==> src/rtl/sa_result_drain.sv <==
// Drain stage after the sum-apart MAC engine: splits a 48-bit result into
// precision lanes, requantizes each lane to a saturated byte and streams them out.
module sa_result_drain #(
  parameter int CNT_W = 16
) (
  input  logic             clk,
  input  logic             rst,
  input  logic             in_valid,
  output logic             in_ready,
  input  logic [47:0]      in_sum,
  input  logic [3:0]       mode,
  input  logic [5:0]       shift,
  output logic             out_valid,
  input  logic             out_ready,
  output logic [7:0]       out_data,
  output logic             out_last,
  output logic             out_sat,
  output logic             mode_err,
  output logic [CNT_W-1:0] result_cnt
);

  typedef enum logic {IDLE, EMIT} state_t;

  state_t           state_q, state_d;
  logic [47:0]      sum_q, sum_d;
  logic [1:0]       wsel_q, wsel_d;   // 0: 12b lanes, 1: 24b lanes, 2: one 48b lane
  logic [1:0]       last_q, last_d;   // index of the final lane (L-1)
  logic [5:0]       shift_q, shift_d;
  logic [1:0]       idx_q, idx_d;
  logic             mode_err_q, mode_err_d;
  logic [CNT_W-1:0] cnt_q, cnt_d;

  logic [1:0]       dec_wsel;
  logic [1:0]       dec_last;
  logic             dec_err;

  always_comb begin
    dec_wsel = 2'd2;
    dec_last = 2'd0;
    dec_err  = 1'b0;
    case (mode)
      4'd0: begin dec_wsel = 2'd0; dec_last = 2'd3; end
      4'd1: begin dec_wsel = 2'd1; dec_last = 2'd1; end
      4'd2: ;
      default: dec_err = 1'b1;
    endcase
  end

  always_comb begin
    state_d    = state_q;
    sum_d      = sum_q;
    wsel_d     = wsel_q;
    last_d     = last_q;
    shift_d    = shift_q;
    idx_d      = idx_q;
    mode_err_d = mode_err_q;
    cnt_d      = cnt_q;
    case (state_q)
      IDLE: begin
        if (in_valid) begin
          state_d    = EMIT;
          sum_d      = in_sum;
          wsel_d     = dec_wsel;
          last_d     = dec_last;
          shift_d    = shift;
          idx_d      = 2'd0;
          mode_err_d = mode_err_q | dec_err;
        end
      end
      EMIT: begin
        if (out_ready) begin
          if (idx_q == last_q) begin
            state_d = IDLE;
            cnt_d   = cnt_q + 1'b1;
          end else begin
            idx_d = idx_q + 2'd1;
          end
        end
      end
      default: state_d = IDLE;
    endcase
  end

  always_ff @(posedge clk) begin
    if (rst) begin
      state_q    <= IDLE;
      sum_q      <= '0;
      wsel_q     <= 2'd2;
      last_q     <= 2'd0;
      shift_q    <= '0;
      idx_q      <= '0;
      mode_err_q <= 1'b0;
      cnt_q      <= '0;
    end else begin
      state_q    <= state_d;
      sum_q      <= sum_d;
      wsel_q     <= wsel_d;
      last_q     <= last_d;
      shift_q    <= shift_d;
      idx_q      <= idx_d;
      mode_err_q <= mode_err_d;
      cnt_q      <= cnt_d;
    end
  end

  // Lane select and requantization, all from captured state
  logic [5:0]  lane_lo;
  logic [5:0]  lane_w;
  logic [47:0] lane;
  logic [47:0] shifted;
  logic        sat;

  always_comb begin
    lane_lo = 6'd0;
    lane_w  = 6'd48;
    lane    = sum_q;
    case (wsel_q)
      2'd0: begin
        lane_w = 6'd12;
        case (idx_q)
          2'd0: lane_lo = 6'd0;
          2'd1: lane_lo = 6'd12;
          2'd2: lane_lo = 6'd24;
          default: lane_lo = 6'd36;
        endcase
        lane = {36'd0, sum_q[lane_lo +: 12]};
      end
      2'd1: begin
        lane_w  = 6'd24;
        lane_lo = idx_q[0] ? 6'd24 : 6'd0;
        lane    = {24'd0, sum_q[lane_lo +: 24]};
      end
      default: ;
    endcase
    shifted = (shift_q >= lane_w) ? 48'd0 : (lane >> shift_q);
    sat     = |shifted[47:8];
  end

  assign in_ready   = (state_q == IDLE) && !rst;
  assign out_valid  = (state_q == EMIT);
  assign out_sat    = out_valid && sat;
  assign out_data   = !out_valid ? 8'h00 : (sat ? 8'hFF : shifted[7:0]);
  assign out_last   = out_valid && (idx_q == last_q);
  assign mode_err   = mode_err_q;
  assign result_cnt = cnt_q;

endmodule

==> config.mk <==
export PLATFORM = sky130hd
export DESIGN_NAME = sa_result_drain
export DESIGN_NICKNAME = d
export VERILOG_FILES = /design/src/rtl/sa_result_drain.sv
export SDC_FILE = /design/constraint.sdc
export NUM_CORES = 1
export LEC_CHECK = 0
export BUFFER_PORTS_ARGS = -buffer_cell sky130_fd_sc_hd__buf_2
export CAP_MARGIN = 0
export CORE_MARGIN = 2
export CORE_UTILIZATION = 50
export CTS_BUF_LIST = sky130_fd_sc_hd__clkbuf_16
export DETAILED_ROUTE_END_ITERATION = 10
export MAX_ROUTING_LAYER = met4
export PLACE_DENSITY_LB_ADDON = 0.3
export SETUP_SLACK_MARGIN = 0.05
export SYNTH_ARGS = -nofsm -noshare
export SYNTH_HDL_FRONTEND = slang
export SYNTH_SLANG_ARGS = --single-unit
==> constraint.sdc <==
create_clock -name clk -period 5 [get_ports clk]
set_clock_uncertainty 0.2 [all_clocks]
set_input_delay 1.25 -clock clk [delete_from_list [all_inputs] [get_ports clk]]
set_output_delay 1.25 -clock clk [all_outputs]
set_load 0.03 [all_outputs]
# Word-level counts from Yosys, hierarchy flattened

Index checks and enable logic that the tools add are counted.

Add/sub/neg operators: 2
$lt $le $gt $ge: 1
Equality and inequality tests: 9
Shifts and indexed selects: 3
Multiplexer cells: 19
Bitwise operators: 2
Reductions and logical operators: 12

Operator list:

| operator                                                              | count |
|---|---|
| 48-bit one-hot mux with 2 select lines                                | 1 |
| 48-bit two-way mux                                                    | 1 |
| 48-bit by 6-bit indexed part select with 24-bit output                | 1 |
| 48-bit by 7-bit indexed part select with 12-bit output                | 1 |
| 48-bit by 6-bit right shift with 48-bit output                        | 1 |
| 40-bit OR reduction                                                   | 1 |
| 6-bit one-hot mux with 3 select lines                                 | 1 |
| 16-bit by 1-bit adder with 16-bit output, second input constant       | 1 |
| 8-bit two-way mux                                                     | 2 |
| 2-bit one-hot mux with 2 select lines                                 | 3 |
| 6-bit one-hot mux with 2 select lines                                 | 1 |
| 6-bit >= comparator                                                   | 1 |
| 2-bit two-way mux                                                     | 3 |
| 6-bit two-way mux                                                     | 1 |
| 2-bit != test, second input constant                                  | 3 |
| 3-bit AND reduction                                                   | 2 |
| 5-bit two-way mux                                                     | 1 |
| 2-bit by 1-bit equality test with 1-bit output, second input constant | 2 |
| 4-bit by 1-bit equality test with 1-bit output, second input constant | 1 |
| 4-bit by 2-bit equality test with 1-bit output, second input constant | 1 |
| 2-bit zero test                                                       | 2 |
| 4-bit zero test                                                       | 1 |
| 1-bit two-way mux                                                     | 4 |
| 1-bit logical AND                                                     | 3 |
| 9 further kinds                                                       | 9 |

Register bits after elaboration: 78
Input bits: 62
Output and inout port bits: 29
Logic and storage cells: 56

# Logic depth before layout (Yosys ltp)

Gate-level depths: netlist of run 1.

Depth after elaboration: 10
Mapped depth: 16
Mapped depth without buffers: 11

# Worst setup path after synthesis of run 1

No wires, ideal clock.

Path kind: reg2out
From: register idx_q[0]
To: output port out_data[5]
Arrival: 3.604 ns
Required time: 3.550 ns
Path slack: -0.054 ns
Cell stages (with the launch flop): 17
Path buffers: 5
Cells stage by stage: dfxtp_1 -> buf_6 -> buf_12 -> buf_4 -> inv_1 -> ha_1 -> buf_2 -> nor2b_1 -> buf_2 -> a221o_1 -> o31a_2 -> o31ai_1 -> o32ai_2 -> a31oi_1 -> o41ai_2 -> a31oi_4 -> o21bai_1

Word-level cells in the longest chain between the ends: 10
Elaborated cells on any way between the ends: 14
Those cells by class: eq/ne: 2; shift: 3; mux: 7; reduce/logical: 2

RTL lines:

| what                                                   | line | source |
|---|---|---|
| start, declared                                        | 29   | `logic [1:0] idx_q, idx_d;` |
| start signal, assigned                                 | 100  | `idx_q <= idx_d;` |
| 2-bit equality test, or another cell as far along      | 120  | `case (idx_q)` |
| 6-bit one-hot mux with 3 select lines                  | 120  |  |
| 6-bit two-way mux                                      | 117  | `case (wsel_q)` |
| 48-bit by 7-bit indexed part select with 12-bit output | 126  | `lane = {36'd0, sum_q[lane_lo +: 12]};` |
| 48-bit one-hot mux with 2 select lines (*)             | 117  |  |
| 48-bit by 6-bit right shift with 48-bit output (*)     | 135  | `shifted = (shift_q >= lane_w) ? 48'd0 : (lane >> shift_q);` |
| 48-bit two-way mux (*)                                 | 135  |  |
| 40-bit OR reduction                                    | 136  | `sat = \|shifted[47:8];` |
| 8-bit two-way mux (*) (2 in series)                    | 142  | `assign out_data = !out_valid ? 8'h00 : (sat ? 8'hFF : shifted[7:0]);` |
| end, declared                                          | 15   | `output logic [7:0] out_data,` |

Mark *: on every way between the ends. The rest lies on a longest branch, timed or not. The select of a mux whose other input is x is not followed.

# Worst setup path in the final report of run 1

From: register shift_q[1]
To: output port out_data[1]

Word-level cells in the longest chain between the ends: 5
Elaborated cells on any way between the ends: 6
Those cells by class: order compare: 1; shift: 1; mux: 3; reduce/logical: 1

RTL lines:

| what                                                                                         | line | source |
|---|---|---|
| start, declared                                                                              | 28   | `logic [5:0] shift_q, shift_d;` |
| start signal, assigned                                                                       | 99   | `shift_q <= shift_d;` |
| 48-bit by 6-bit right shift with 48-bit output / 6-bit >= comparator (equally long branches) | 135  |  |
| 48-bit two-way mux (*)                                                                       | 135  |  |
| 40-bit OR reduction                                                                          | 136  |  |
| 8-bit two-way mux (*) (2 in series)                                                          | 142  |  |

Mark *: on every way between the ends. The rest lies on a longest branch, timed or not.

==> reports/metrics.cfg, run 1 <==
[timing]
holdWs_ns = 0.294
hold_violations = 0
period_minus_slack_ns = 4.96
setup_violations = 0
fmax_mhz = 202
rsz0062_at_grt = yes
worst_slew_pin_slew_ns = 1.10
maxSlewViolCount = 0
period_share_pct = 99.2
relSlewSlack_pct = 26.6

[final_layout]
layout_common_cells = nand2_1 (203), a21oi_1 (104), buf_4 (84)
nNetsFinal = 1264
utilization_pct = 62.7
synthToLayoutAreaGrowth_pct = 21.8
final_cells = 1417
n_fill_cell = 1522
final_common_cell = nand2_1
layout-drive-gt1-share_pct = 27.5
multiInputGateArea_um2 = 6330
register_area_um2 = 1580

[placement]
io_buffers = 90
dp_hpwl_mm = 22.6
place_inst = 1376
gp_congestion = 1.02

[power_and_ir_drop]
p_leak_nw = 3.96
pwr-share-seq_pct = 31.8
power_frac_clock_pct = 30.2
p_per_area_nw_per_um2 = 232
p_int_mw = 1.44
p_comb_share_pct = 38.0
p_switching_uw = 897
switching_share_pct = 38.4
vdd_drop_max_mv = 0.179
p_total_mw = 2.33

[routing]
drt-wirelength-per-cell_um = 22.1
dr.pass1.iters = 5
num_vias = 9253
drt_iter0_markers = 1113
vias_per_cell = 6.53
drc = 0
antenna_left = 0
routed_wl_mm = 31.3

[worst_setup_path]
path_buf_inv = 2
cp_common_cell = buf_6
worstPathArrival_ns = 3.51
critPathMaxStageDelay_ns = 0.46
start_kind = flop
worst_path_max_delay_cell = dfxtp_4
cp.required_ns = 3.55
end_kind = output pin
critPathTopFamily = compound AO/OA/AOI/OAI gates
path_class = reg2out
cp_max_fo = 14
crit_chain = buf_6, mux2_2, a221o_1, a32o_1, nor2b_1, a311o_1, nor4_4, a31oi_4, a31o_2, buf_6

[floorplanning]
initial_core_util_pct = 51.5
core_area_um2 = 16000
die-area_um2 = 17500
rows = 46
boundaryPins = 91
fp.dieH_um = 132
dieWidth_um = 132

[logic_synthesis]
synthesis.area_um2 = 8240
synthArstFlopShare_pct = 0
yosysWarnings = 0
synth_cell_types = 98
synth_edf_count = 0
syn_nets = 1184
ys_ff_latch = 78
synth_cells = 1114
ys_seq_area_share_pct = 19.0
syn_area_per_cell_um2 = 7.39
ys.flop_type = dfxtp_1

[clock_tree]
cts_root_buffer = clkbuf_16
clkSlewWorstSetupHoldPaths_ns = 0.07
clock_path_buffers = 2
clock_latency_ns = 0.35
cts_tree = yes
htreeDepth = 3
cts_sinks = 78
cts_buffers = 9

[grt]
overflow = 0
antenna_found_initial = 1
grt_pass1_vias = 8571
grt_pass1_wl_mm = 48.3
grt_max_degree = 76
grt_use_total_pct = 35.9

[hold_path]
worstHoldPathType = reg2reg

[run]
cap_violations = 0

[run_status]
status = complete, no violations

## layer usage
layer | track usage, % | vias to the layer above | wire (µm) | part of all wire, %
li1 | - | 4262 | - | -
met4 | 14.9 | 0 | 1560 | 5.0
met5 | - | - | 0 | 0
met1 | 47.0 | 4340 | 13100 | 42
met3 | 7.69 | 115 | 3020 | 9.6
met2 | 53.7 | 536 | 13600 | 43
## worst paths after layout
kind | startpoint | to | slack, ns | cells past startpoint
hold / removal | mode_err$_SDFFE_PP0P_ | mode_err$_SDFFE_PP0P_ | 0.29 | 2
hold reg to reg | mode_err$_SDFFE_PP0P_ | mode_err$_SDFFE_PP0P_ | 0.29 | 2
setup / recovery | shift_q[1]$_SDFFE_PP0P_ | out_data[1] | 0.04 | 10
setup reg to reg | idx_q[0]$_SDFFE_PP0P_ | result_cnt[15]$_SDFFE_PP0P_ | 2.07 | 9
## worst reg2reg max path, stage by stage (launching register included)
cell	delay [ns]
dfxtp_4	0.38
buf_4	0.15
bufbuf_16	0.29
xor2_1	0.18
nor3_1	0.62
and4_1	0.42
nor2b_1	0.23
nand3_1	0.11
xor2_1	0.14
nor2_1	0.05
## per-stage QoR
step / setup slack, ns / setup TNS [ns] / cell area, µm²
2_1_floorplan: 0.0658 / 0 / 8240
3_3_place_gp: 0.159 / 0 / 9040
3_5_place_dp: 0.178 / 0 / 9040
4_1_cts: 0.0544 / 0 / 9780
5_1_grt: -0.0566 / -0.154 / 10000
6_report: 0.0410 / 0 / 10000
## power by group through the flow
stage | clock network, mW | logic (mW) | registers, mW
6_report | 0.704 | 0.886 | 0.742
5_1_grt | 0.737 | 0.949 | 0.744
4_1_cts | 0.716 | 0.828 | 0.738
3_5_place_dp | 0 | 0.779 | 0.752
3_3_place_gp | 0 | 0.780 | 0.753
2_1_floorplan | 0 | 0.578 | 0.692
## Yosys cell counts, drive strengths merged (14+ instances only)
cell | count | area share (%)
buf | 60 | 4.4
mux2i | 71 | 8.6
o22ai | 16 | 1.2
nor3 | 27 | 1.6
dfxtp | 78 | 19
clkbuf | 62 | 2.8
mux4 | 24 | 6.6
nand2 | 205 | 9.3
o211ai | 16 | 1.5
nand2b | 14 | 1.1
nor2 | 70 | 3.3
mux2 | 24 | 3.3
inv | 19 | 0.87
nand3 | 21 | 1.3
nor2b | 15 | 1.1
a21oi | 109 | 6.7
o21ai | 48 | 2.9
## sequential cells by signal, summed over array words and instances (netlist names)
signal      flops
idx_q           2
shift_q         6
mode_err        1
last_q          2
result_cnt     16
out_valid       1
sum_q          48
wsel_q          2
## what timing repair did
action | CTS | global route
hold buffers | 0 | 0
buffers inserted | 12 | 5
hold endpoints to repair | 0 | 0
setup endpoints to repair | 9 | 9
gates cloned | 5 | 1
resized for setup | 47 | 49
pin swaps | 12 | 8
## cell type report
class                   instances  area share, %
multi-input cells             896           63.1
clock inverters                 7          0.898
inverters                      19          0.773
repair buffers                190           14.5
well taps                     216           2.69
clock buffers                   9           2.24
diodes                          2         0.0499
flip-flops and latches         78           15.7
## cells by family after synthesis
| family | Yosys count | share of synthesized area (%) |
|---|---|---|
| AND/OR/NAND/NOR | 407 | 22.6 |
| AO/OA/AOI/OAI | 345 | 28.9 |
| multiplexers | 119 | 18.5 |
| XOR/XNOR | 16 | 1.70 |
| flip-flops | 78 | 19.0 |
| adder cells (fa/ha/maj) | 8 | 1.22 |
| buffers and inverters | 141 | 8.10 |
No activity file was read; power rests on OpenSTA's default activity.
==> run 2: changes to the inputs <==
==> constraint.sdc (replaced) <==
create_clock -name clk -period 5 [get_ports clk]
set_clock_uncertainty 0.2 [all_clocks]
set_input_delay 1 -clock clk [delete_from_list [all_inputs] [get_ports clk]]
set_output_delay 1 -clock clk [all_outputs]
set_load 0.03 [all_outputs]
==> run 2 against run 1 <==
Compared with the run above: global-route usage is 2.0 points lower; non-clock buffer count is 43 lower; fmax is 2.7% higher; count of clock-buffer cells in the layout stayed put; core utilization is 4.5 points lower; critical path type unchanged; largest power group unchanged.
==> reports/metrics.cfg, run 2 (synthesis gave the netlist of run 1 again) <==
[grt]
antenna_found_initial = 0  ; -1
grt_use_total_pct = 33.9  ; -2.0 points
overflow = 0  ; unchanged
grt_pass1_vias = 8324  ; -2.9%
grt_pass1_wl_mm = 46.1  ; -4.5%
grt_max_degree = 76  ; unchanged

[power_and_ir_drop]
p_leak_nw = 3.65  ; -7.9%
p_per_area_nw_per_um2 = 237  ; +2.0%
vdd_drop_max_mv = 0.199  ; +11%

[run]
cap_violations = 0  ; unchanged

[floorplanning]
rows = 46  ; unchanged
fp.dieH_um = 132  ; unchanged
die-area_um2 = 17500  ; unchanged
core_area_um2 = 16000  ; unchanged
initial_core_util_pct = 51.5  ; unchanged
boundaryPins = 91  ; unchanged
dieWidth_um = 132  ; unchanged

[routing]
drc = 0  ; unchanged
vias_per_cell = 6.58  ; +0.77%
drt_iter0_markers = 1275  ; +15%
routed_wl_mm = 29.2  ; -6.5%
top_layer = met4
drt-wirelength-per-cell_um = 21.3  ; -3.4%
dr.pass1.iters = 6  ; +1
antenna_left = 0  ; unchanged
num_vias = 9028  ; -2.4%
met3WireLength_mm = 3.03  ; +0.50%
met1Wirelength_mm = 12.4  ; -5.1%
routed-wl-met2_mm = 12.4  ; -8.5%

[timing]
setup_ws_ns = 0.170  ; +0.129 ns
maxSlewViolCount = 0  ; unchanged
fmax_mhz = 207  ; +2.7%
period_minus_slack_ns = 4.83  ; -0.129 ns
worst_slew_pin_slew_ns = 1.09  ; -0.00835 ns
period_share_pct = 96.6  ; -2.6 points
relSlewSlack_pct = 27.2  ; +0.56 points
rsz0062_at_grt = yes
hold_violations = 0  ; unchanged
fin_setup_tns_ns = 0  ; unchanged
setup_violations = 0  ; unchanged

[worst_setup_path]
worst_r2r_endpoint = result_cnt[15]$_SDFFE_PP0P_
end_kind = output pin
r2r-start = out_valid$_SDFF_PP0_
cp.required_ns = 3.80  ; +0.25 ns
endpoint = out_data[0]
cp_max_fo = 10  ; -4
worstPathArrival_ns = 3.63  ; +0.12 ns
path_class = reg2out
rrSetupSlack_ns = 2.32  ; +0.25 ns
start_kind = flop
startpoint = idx_q[0]$_SDFFE_PP0P_
ff2ff_path_depth = 7  ; -2

[placement]
place_inst = 1343  ; -2.4%
gp_congestion = 1.08  ; +5.4%
pre_cts_slack_ns = 0.196  ; +0.0171 ns
dp_hpwl_mm = 21.3  ; -5.7%
io_buffers = 90  ; unchanged

[hold_path]
min_from = mode_err$_SDFFE_PP0P_
worstHoldPathType = reg2reg

[clock_tree]
cts_buffers = 9  ; unchanged
clock_latency_ns = 0.35  ; about the same
cts_hold_buf = 0  ; unchanged
cts_sinks = 78  ; unchanged
cts_root_buffer = clkbuf_16
cts_tree = yes
htreeDepth = 3  ; unchanged
clock_path_buffers = 2  ; unchanged
clkSlewWorstSetupHoldPaths_ns = 0.06  ; about the same

[final_layout]
synthToLayoutAreaGrowth_pct = 13.2
n_fill_cell = 1612  ; +5.9%
layout_common_cells = nand2_1 (205), a21oi_1 (107), buf_2 (89)
final_cells = 1372  ; -3.2%
final_common_cell = nand2_1
diodes = 0  ; -2
largest_register_ffs = 48  ; unchanged
layout-drive-gt1-share_pct = 22.1  ; -5.5 points
register_area_um2 = 1580  ; unchanged
multiInputGateArea_um2 = 6130  ; -3.3%
top_register = sum_q
utilization_pct = 58.3  ; -4.5 points
nNetsFinal = 1221  ; -3.4%

[run_status]
status = complete, no violations

-- run 2: cell types whose count changed in the layout (fill, tap and decap cells not counted), sizes merged --
cell / before / now
clkbuf: 10 / 12
clkinv: 1 / 2
diode: 2 / 0
bufbuf: 2 / 0
inv: 21 / 20
buf: 187 / 144
-- run 2: power by group --
group | switching [mW] | internal [mW] | leakage, nW
clock | 0.283 | 0.388 | 0.148
sequential | 0.0937 | 0.652 | 0.641
combinational | 0.462 | 0.331 | 2.86
-- run 2: through the flow --
step	hold WS [ns]	total power [mW]	area (µm²)
after CTS	0.281	2.19	9190
after global routing	0.313	2.30	9320
final	0.281	2.21	9320
after detailed placement	0.263	1.49	8780
after global placement	0.245	1.49	8780
after floorplan	0.258	1.27	8240
-- run 2: repair_timing --
action | in CTS | in global routing
gates cloned | 1 | 1
gates resized for setup | 11 | 20
pin swaps | 6 | 7
buffers inserted | 7 | 4
hold endpoints to repair | 0 | 0
setup endpoints to repair | 9 | 9
-- run 2: final cells by class --
class                           count  share of cell area, %
Multi-Input combinational cell    896                   65.7
Sequential cell                    78                   16.9
Tap cell                          216                   2.90
Timing Repair Buffer              147                   10.4
Inverter                           19                  0.846
Clock buffer                        9                   2.42
Clock inverter                      7                  0.779
-- run 2: worst min path at each step --
| stage | to | slack, ns | cells past startpoint |
|---|---|---|---|
| floorplan | sum_q[0]$_SDFFE_PP0P_ | 0.26 | 2 |
| global placement | mode_err$_SDFFE_PP0P_ | 0.25 | 2 |
| detailed placement | mode_err$_SDFFE_PP0P_ | 0.26 | 2 |
| CTS | mode_err$_SDFFE_PP0P_ | 0.28 | 2 |
| global route | mode_err$_SDFFE_PP0P_ | 0.31 | 2 |
| finish | mode_err$_SDFFE_PP0P_ | 0.28 | 2 |
-- run 2: metal layers --
layer  vias to the layer above  GRT usage (%)
li1                       4161              -
met1                      4231           46.0
met2                       534           48.8
met3                       102           6.42
met4                         0           15.4
met5                         -              -
-- run 2: worst max-delay path: stages, from the launching register on --
cell        delay [ns]
dfxtp_4           0.40
inv_2             0.10
ha_4              0.34
clkinvlp_4        0.15
buf_4             0.21
a211o_1           0.25
a311o_1           0.34
a41o_1            0.24
mux2_2            0.27
a21oi_1           0.31
a2bb2oi_1         0.20
o21ai_0           0.12
a21o_1            0.19
buf_2             0.17
==> run 3: changes to the inputs <==
--- a/config.mk
+++ b/config.mk
@@ -8,7 +8,7 @@
 export BUFFER_PORTS_ARGS = -buffer_cell sky130_fd_sc_hd__buf_2
 export CAP_MARGIN = 0
 export CORE_MARGIN = 2
-export CORE_UTILIZATION = 50
+export CORE_UTILIZATION = 54
 export CTS_BUF_LIST = sky130_fd_sc_hd__clkbuf_16
 export DETAILED_ROUTE_END_ITERATION = 10
 export MAX_ROUTING_LAYER = met4
==> run 3 against run 2 <==
Compared with the run above: setup slack got worse by 0.0074 ns; die area is 7.2% lower; non-clock buffer count up 6; hold slack got worse by 0.0083 ns; global-route usage is 3.1 points higher; count of clock-buffer cells in the layout stayed put; critical path type unchanged; first-iteration DRC count decreased by 8.1%; design area shrank 0.26%.
==> reports/metrics.cfg, run 3 (synthesis gave the netlist of run 1 again) <==
[final_layout]
largest_register_ffs = 48  ; unchanged
layout-drive-gt1-share_pct = 22.7  ; +0.66 points
top_register = sum_q
final_common_cell = nand2_1
utilization_pct = 61.8  ; +3.6 points
finalInstanceArea_um2 = 9300  ; -0.26%
n_fill_cell = 1453  ; -9.9%
nNetsFinal = 1227  ; +0.49%
diodes = 0  ; unchanged
layout_common_cells = nand2_1 (205), a21oi_1 (107), buf_2 (90)
final_cells = 1350  ; -1.6%
synthToLayoutAreaGrowth_pct = 12.9

[placement]
gp_congestion = 1.07  ; -0.87%
place_inst = 1319  ; -1.8%
io_buffers = 90  ; unchanged
dp_hpwl_mm = 21.7  ; +1.9%
place_area_um2 = 8710  ; -0.77%
pre_cts_slack_ns = 0.348  ; +0.152 ns

[worst_setup_path]
worstPathArrival_ns = 3.64  ; about the same
cp_max_fo = 9  ; -1
ff2ff_path_depth = 8  ; +1
cp.required_ns = 3.80  ; about the same
path_class = reg2out
end_kind = output pin
startpoint = idx_q[0]$_SDFFE_PP0P_
cp_num_cells = 13  ; unchanged
crit_chain = inv_1, ha_4, and3b_2, a21o_1, o311ai_4, nor3_1, o32ai_2, a31oi_1, o41ai_2, buf_4, a31oi_4, a31o_1, buf_2
r2r-start = idx_q[0]$_SDFFE_PP0P_
critPathMaxStageDelay_ns = 0.41  ; about the same
critPathTopFamily = compound AO/OA/AOI/OAI gates
path_buf_inv = 3  ; -1
start_kind = flop
worst_path_max_delay_cell = o32ai_2

[timing]
relSlewSlack_pct = 24.9  ; -2.3 points
hold_violations = 0  ; unchanged
period_share_pct = 96.8  ; +0.15 points
period_minus_slack_ns = 4.84  ; +0.00737 ns
setup_violations = 0  ; unchanged
fin_setup_tns_ns = 0  ; unchanged
maxSlewViolCount = 0  ; unchanged
rsz0062_at_grt = no
fmax_mhz = 207  ; -0.15%
setup_ws_ns = 0.162  ; -0.00737 ns
worst_slew_pin_slew_ns = 1.13  ; +0.0342 ns
holdWs_ns = 0.273  ; -0.00826 ns

[clock_tree]
cts_root_buffer = clkbuf_16
cts_tree = yes
clock_latency_ns = 0.35  ; about the same
clock_path_buffers = 2  ; unchanged
cts_hold_buf = 0  ; unchanged
cts_sinks = 78  ; unchanged
cts_buffers = 9  ; unchanged
htreeDepth = 3  ; unchanged
clkSlewWorstSetupHoldPaths_ns = 0.06  ; about the same

[floorplanning]
die-area_um2 = 16300  ; -7.2%
rows = 45  ; -2.2%
fp.dieH_um = 128  ; -3.7%
dieWidth_um = 128  ; -3.7%
initial_core_util_pct = 54.8  ; +3.3 points
core_area_um2 = 15000  ; -6.0%
boundaryPins = 91  ; unchanged

[hold_path]
min_from = mode_err$_SDFFE_PP0P_
holdPathStages = 2  ; unchanged
worstHoldPathType = reg2reg

[routing]
antenna_left = 0  ; unchanged
drt-wirelength-per-cell_um = 22.1  ; +3.7%
vias_per_cell = 6.72  ; +2.2%
drt_iter0_markers = 1172  ; -8.1%
routed_wl_mm = 29.8  ; +2.0%
dr.pass1.iters = 6  ; unchanged
drc = 0  ; unchanged
num_vias = 9076  ; +0.53%

[run]
cap_violations = 0  ; unchanged

[power_and_ir_drop]
p_leak_nw = 3.67  ; +0.57%
p_per_area_nw_per_um2 = 240  ; +1.4%
vdd_drop_max_mv = 0.247  ; +25%
p_total_mw = 2.23  ; +1.1%

[grt]
grt_max_degree = 76  ; unchanged
antenna_found_initial = 0  ; unchanged
overflow = 0  ; unchanged
grt_pass1_wl_mm = 46.2  ; +0.12%
grt_use_total_pct = 37.1  ; +3.1 points
grt_pass1_vias = 8076  ; -3.0%

[run_status]
status = complete, no violations

[run 3: changes by cell type in the layout (fill, tap and decap cells not counted), sizes merged]
| cell | delta |
|---|---|
| buf | +9 |
| clkbuf | -3 |
| clkinv | -1 |
| clkinvlp | +1 |
[run 3: final timing paths]
check	to	slack (ns)
max	out_data[1]	0.16
min	mode_err$_SDFFE_PP0P_	0.27
max reg2reg	result_cnt[15]$_SDFFE_PP0P_	2.37
min reg2reg	mode_err$_SDFFE_PP0P_	0.27
[run 3: cell type report]
cell class / instances / area [µm²] / area share (%)
Tap cell: 188 / 235 / 2.53
Clock inverter: 7 / 90.1 / 0.969
Clock buffer: 9 / 225 / 2.42
Inverter: 19 / 78.8 / 0.848
Sequential cell: 78 / 1580 / 17.0
Multi-Input combinational cell: 896 / 6140 / 66.0
Timing Repair Buffer: 153 / 956 / 10.3
[run 3: where the power goes]
group,total [mW],leakage [nW],internal (mW),switching [mW]
clock,0.700,0.147,0.398,0.302
combinational,0.791,2.88,0.328,0.463
sequential,0.743,0.641,0.652,0.0911
[run 3: tightest hold or removal path, cell delays in order (launching register included)]
cell	delay, ns
dfxtp_1	0.33
a21oi_1	0.04
nor2_1	0.07
[run 3: per-layer routing]
layer	track usage (%)	up-vias	part of all wire, %	wire length [µm]
met1	49.9	4266	42	12600
met2	54.7	515	43	13000
met4	15.8	0	5.1	1530
li1	-	4180	-	-
met3	6.74	115	9.1	2720
met5	-	-	0	0
[run 3: what timing repair did]
item,in CTS,in global routing
gates cloned,0,1
setup buffers,3,11
setup endpoints to repair,8,9
gates resized for setup,2,32
pin swaps,3,8
